### src/rtl/jbus_xfer_ctrl.sv
// Automatic initiator for the shared 8-bit register bus: queues (src, dst) transfer
// requests and sequences the ena/set decoder codes as enable -> set pulse -> release.
module jbus_xfer_ctrl #(
    parameter int SETUP_CYC  = 2,
    parameter int SET_CYC    = 1,
    parameter int HOLD_CYC   = 1,
    parameter int FIFO_DEPTH = 4
) (
    input  logic                              clk_i,
    input  logic                              rst_i,
    input  logic                              req_valid_i,
    input  logic [3:0]                        req_src_i,
    input  logic [3:0]                        req_dst_i,
    output logic                              req_ready_o,
    input  logic                              flush_i,
    output logic [3:0]                        enas_o,
    output logic [3:0]                        sets_o,
    output logic                              busy_o,
    output logic                              done_o,
    output logic                              err_o,
    output logic [$clog2(FIFO_DEPTH+1)-1:0]   count_o,
    output logic [1:0]                        state_o
);

    localparam int AW     = $clog2(FIFO_DEPTH);
    localparam int CW     = $clog2(FIFO_DEPTH + 1);
    localparam int MAX_SS = (SETUP_CYC > SET_CYC) ? SETUP_CYC : SET_CYC;
    localparam int MAXC   = (MAX_SS > HOLD_CYC) ? MAX_SS : HOLD_CYC;
    localparam int CNTW   = (MAXC > 1) ? $clog2(MAXC) : 1;

    typedef enum logic [1:0] {
        S_IDLE  = 2'd0,
        S_SETUP = 2'd1,
        S_SET   = 2'd2,
        S_HOLD  = 2'd3
    } state_t;

    state_t          state_q;
    logic [CNTW-1:0] cnt_q;
    logic [3:0]      enas_q;
    logic [3:0]      sets_q;
    logic [3:0]      dst_q;
    logic            busy_q;
    logic            done_q;
    logic            err_q;

    logic [7:0]      mem_q [FIFO_DEPTH];
    logic [AW-1:0]   wr_ptr_q;
    logic [AW-1:0]   rd_ptr_q;
    logic [CW-1:0]   count_q;
    logic [CW-1:0]   count_d;

    logic            push;
    logic            pop;
    logic [3:0]      pop_src;
    logic [3:0]      pop_dst;
    logic            pop_ok;

    // Handshake: a request is taken at a rising edge when req_valid_i && req_ready_o;
    // req_ready_o depends only on the registered count, and flush_i drops the request.
    assign req_ready_o = (count_q != CW'(FIFO_DEPTH));
    assign push        = req_valid_i && req_ready_o && !flush_i;
    assign pop         = (state_q == S_IDLE) && (count_q != '0) && !flush_i;

    assign {pop_src, pop_dst} = mem_q[rd_ptr_q];
    assign pop_ok = (pop_src != 4'd0) && (pop_dst != 4'd0) && (pop_src != pop_dst);

    always_comb begin
        count_d = count_q;
        if (flush_i) begin
            count_d = '0;
        end else if (push && !pop) begin
            count_d = count_q + CW'(1);
        end else if (!push && pop) begin
            count_d = count_q - CW'(1);
        end
    end

    always_ff @(posedge clk_i) begin
        if (push) begin
            mem_q[wr_ptr_q] <= {req_src_i, req_dst_i};
        end
    end

    // Pointers wrap naturally because the depth is a power of two.
    always_ff @(posedge clk_i or posedge rst_i) begin
        if (rst_i) begin
            wr_ptr_q <= '0;
            rd_ptr_q <= '0;
            count_q  <= '0;
        end else begin
            count_q <= count_d;
            if (flush_i) begin
                wr_ptr_q <= '0;
                rd_ptr_q <= '0;
            end else begin
                if (push) begin
                    wr_ptr_q <= wr_ptr_q + AW'(1);
                end
                if (pop) begin
                    rd_ptr_q <= rd_ptr_q + AW'(1);
                end
            end
        end
    end

    always_ff @(posedge clk_i or posedge rst_i) begin
        if (rst_i) begin
            state_q <= S_IDLE;
            cnt_q   <= '0;
            enas_q  <= '0;
            sets_q  <= '0;
            dst_q   <= '0;
            busy_q  <= 1'b0;
            done_q  <= 1'b0;
            err_q   <= 1'b0;
        end else begin
            done_q <= 1'b0;
            err_q  <= 1'b0;
            if (flush_i) begin
                state_q <= S_IDLE;
                cnt_q   <= '0;
                enas_q  <= '0;
                sets_q  <= '0;
                busy_q  <= 1'b0;
            end else begin
                case (state_q)
                    S_IDLE: begin
                        if (pop) begin
                            if (pop_ok) begin
                                state_q <= S_SETUP;
                                enas_q  <= pop_src;
                                dst_q   <= pop_dst;
                                busy_q  <= 1'b1;
                                cnt_q   <= CNTW'(SETUP_CYC - 1);
                            end else begin
                                err_q <= 1'b1;
                            end
                        end
                    end
                    S_SETUP: begin
                        if (cnt_q == '0) begin
                            state_q <= S_SET;
                            sets_q  <= dst_q;
                            cnt_q   <= CNTW'(SET_CYC - 1);
                        end else begin
                            cnt_q <= cnt_q - CNTW'(1);
                        end
                    end
                    S_SET: begin
                        if (cnt_q == '0) begin
                            state_q <= S_HOLD;
                            sets_q  <= '0;
                            cnt_q   <= CNTW'(HOLD_CYC - 1);
                        end else begin
                            cnt_q <= cnt_q - CNTW'(1);
                        end
                    end
                    S_HOLD: begin
                        // Leaving HOLD releases the bus; done marks the mandatory idle gap.
                        if (cnt_q == '0) begin
                            state_q <= S_IDLE;
                            enas_q  <= '0;
                            busy_q  <= 1'b0;
                            done_q  <= 1'b1;
                        end else begin
                            cnt_q <= cnt_q - CNTW'(1);
                        end
                    end
                    default: begin
                        state_q <= S_IDLE;
                    end
                endcase
            end
        end
    end

    assign enas_o  = enas_q;
    assign sets_o  = sets_q;
    assign busy_o  = busy_q;
    assign done_o  = done_q;
    assign err_o   = err_q;
    assign count_o = count_q;
    assign state_o = state_q;

endmodule

### config.mk
export PLATFORM = sky130hd
export DESIGN_NAME = jbus_xfer_ctrl
export DESIGN_NICKNAME = d
export VERILOG_FILES = /design/src/rtl/jbus_xfer_ctrl.sv
export SDC_FILE = /design/constraint.sdc
export NUM_CORES = 1
export LEC_CHECK = 0
export CAP_MARGIN = 10
export CORE_MARGIN = 2
export CORE_UTILIZATION = 35
export DETAILED_ROUTE_END_ITERATION = 7
export HOLD_SLACK_MARGIN = 0.12
export PLACE_DENSITY = 0.58
export SETUP_SLACK_MARGIN = 0.3
export SYNTH_ARGS = -nofsm -noshare
export SYNTH_HDL_FRONTEND = slang
export SYNTH_SLANG_ARGS = --single-unit
### constraint.sdc
create_clock -name clk_i -period 6.1 [get_ports clk_i]
set_input_delay 1.22 -clock clk_i [delete_from_list [all_inputs] [get_ports clk_i]]
set_output_delay 1.22 -clock clk_i [all_outputs]
set_load 0.01 [all_outputs]
==> flow_summary.toml <==
[global_route]
grt_pass1_vias = 1575
grt_max_degree = 26
overflow = 0
grt_pass1_wl_mm = 8.06
track_usage = 0.128
antenna_found_initial = 0

[synthesis]
syn_nets = 206
ys_types = 43
synth_seq_cells = 57
synthCells = 185
yosysSeqAreaShare = 0.589
yosysTopAreaCellShare = 0.357
yosysWarnings = 0
syn_avg_cell_area_um2 = 14.6
synth_area_leaders = "edfxtp_1, dfrtp_1, mux4_2"
netlist_area_mm2 = 0.00269
synth_top_area_cell = "edfxtp_1"
ys.flop_type = "edfxtp_1"
synth_edf_count = 32
ys_async_sr_fraction = 0.439

[route]
wl_per_cell_um = 14.9
drc_errors = 0
ant_nets = 0
viasPerCell = 4.84
wl_mm = 4.82
drt_first_pass_iters = 4
vias = 1564
drtIter0Drc = 77

[layout]
antenna_cells = 0
area_growth_pct = 21.7
final_common_cell = "edfxtp_1"
drive_above_1_share = 0.156
final_nets = 240
layout_common_cells = "edfxtp_1, clkdlybuf4s50_1, dfrtp_1"
stdcell_area_mm2 = 0.00328

[placed_design]
routabilityCongestion = 0.775
placedInstanceArea_mm2 = 0.00307
pre_cts_ws_ns = 2.82
port_buffers = 28
dp_hpwl_mm = 3.31

[sta]
relSlewSlack = 0.365
final_hold_viol_count = 0
fin_hold_ws_ns = 0.516
setup_viol = 0
finalCriticalPeriod_ns = 3.06
rsz0062_at_grt = "no"
drv_slew = 0
worstMarginPinSlew_ns = 0.951
worst_clock_skew_ns = 0.00600
period_share = 0.501
layout_setup_ws_ns = 3.04
fmax_mhz = 327
fin_setup_tns_ns = 0

[pwr]
powerDensity_mw_per_mm2 = 439
p_int_w = 0.000973
power_switching_w = 0.000466
power.total_w = 0.00144
combPwrFrac = 0.359
p_seq_frac = 0.378
p_sw_frac = 0.324
clkPwrFrac = 0.263
vdd_drop_max_v = 0.000198
p_leak_nw = 1.24

[critical_path]
end_kind = "output pin"
r2r_slack_ns = 3.12
critPathSlowestCell = "or3b_2"
crit_path_max_incr_delay_ns = 0.55
path_buf_inv = 1
crit_chain = "or3b_2 -> clkdlybuf4s50_1"
critical_path_class = "flip-flop to output pin"
startpoint_type = "flip-flop"
crit_fanout = 6
worst-endpoint-arrival_ns = 1.84
cp_top_family = "simple AND/OR/NAND/NOR gates"
worstPathRequired_ns = 4.88

[clock_tree]
postCtsSetupRepairBufs = 0
cts_sinks = 57
cts_buffer_depth = 2
tritoncts = "yes"
clkLatencyLatePin_ns = 0.34
ctsResizeCount = 0
root_buffer = "clkbuf_8"
holdBufCountCts = 0
cts_buffers = 9
htree_levels = 3
clkSlewWorstSetupHoldPaths_ns = 0.06

[floorplanning]
chipHeight_um = 91.7
die_area_mm2 = 0.00841
initial_core_util = 0.365
die_x_um = 91.7
core_region_area_mm2 = 0.00737
row_count = 31
num_io_pins = 29

[worst_hold_path]
hp-class = "flip-flop to flip-flop"

[flow_run]
max-cap-violations = 0

[status]
status = "complete, no violations"
## cell type report
cell class	count	area, um^2
Tap cell	99	124
Fill cell	688	4090
Clock inverter	5	80.1
Sequential cell	57	1590
Inverter	9	33.8
Timing Repair Buffer	29	288
Multi-Input combinational cell	113	1030
Clock buffer	11	131
## flip-flops by register name (all words and copies together), names as in the netlist
| signal | flops |
|---|---|
| mem_q | 32 |
| dst_q | 4 |
| enas_o | 4 |
| sets_o | 4 |
| count_o | 3 |
| rd_ptr_q | 2 |
| state_o | 2 |
| wr_ptr_q | 2 |
| busy_o | 1 |
| cnt_q | 1 |
| done_o | 1 |
| err_o | 1 |
## metrics by stage
stage | cells | utilization
2_1_floorplan | 185 | -
3_3_place_gp | 307 | 0.416
3_5_place_dp | 307 | 0.416
4_1_cts | 323 | 0.445
5_1_grt | 323 | 0.445
6_report | 323 | 0.445
## power by group through the flow
stage | registers [W] | logic, W | clock network [W]
CTS | 0.000547 | 0.000525 | 0.000388
detailed placement | 0.000554 | 0.000521 | 0
global route | 0.000557 | 0.000574 | 0.000407
finish | 0.000544 | 0.000517 | 0.000379
floorplan | 0.000542 | 0.000376 | 0
global placement | 0.000554 | 0.000517 | 0
## cell families (layout without fill, tap and decap cells)
logic type               count (synthesis)  count (layout)  share of synthesized area
adder cells (fa/ha/maj)                  9               9                     0.0446
AND/OR/NAND/NOR                         60              60                      0.139
flip-flops                              57              57                      0.589
multiplexers                            15              15                      0.102
XOR/XNOR                                10              10                     0.0325
buffers and inverters                   15              54                     0.0269
AO/OA/AOI/OAI                           19              19                     0.0655
## synthesized netlist by cell type (all sizes together) (2+ instances only)
| cell | count |
|---|---|
| a21oi | 2 |
| a22oi | 3 |
| and2 | 6 |
| buf | 3 |
| clkbuf | 3 |
| dfrtp | 25 |
| edfxtp | 32 |
| ha | 8 |
| inv | 9 |
| mux2 | 5 |
| mux2i | 2 |
| mux4 | 8 |
| nand2 | 5 |
| nand2b | 6 |
| nand3 | 6 |
| nand3b | 2 |
| nor2 | 17 |
| nor2b | 4 |
| nor3 | 2 |
| nor3b | 2 |
| nor4 | 2 |
| o311ai | 5 |
| o31ai | 3 |
| or4 | 2 |
| or4bb | 3 |
| xnor2 | 4 |
| xor2 | 6 |
## final timing paths
path / start / endpoint / cells past startpoint
setup / recovery: count_o[0] / req_ready_o / 2
hold / removal: dst_q[0] / dst_q[0] / 1
setup reg to reg: rd_ptr_q[0] / dst_q[3] / 5
hold reg to reg: dst_q[0] / dst_q[0] / 1
max in group asynchronous: rst_i / enas_o[3] / 2
min in group asynchronous: rst_i / count_o[2] / 2
## routing by layer
metal	track usage	routed length, um
met5	0	0
met4	0.0373	54
met3	0.0592	234
met2	0.195	2250
met1	0.162	2280
(Power assumes the default switching activity.)
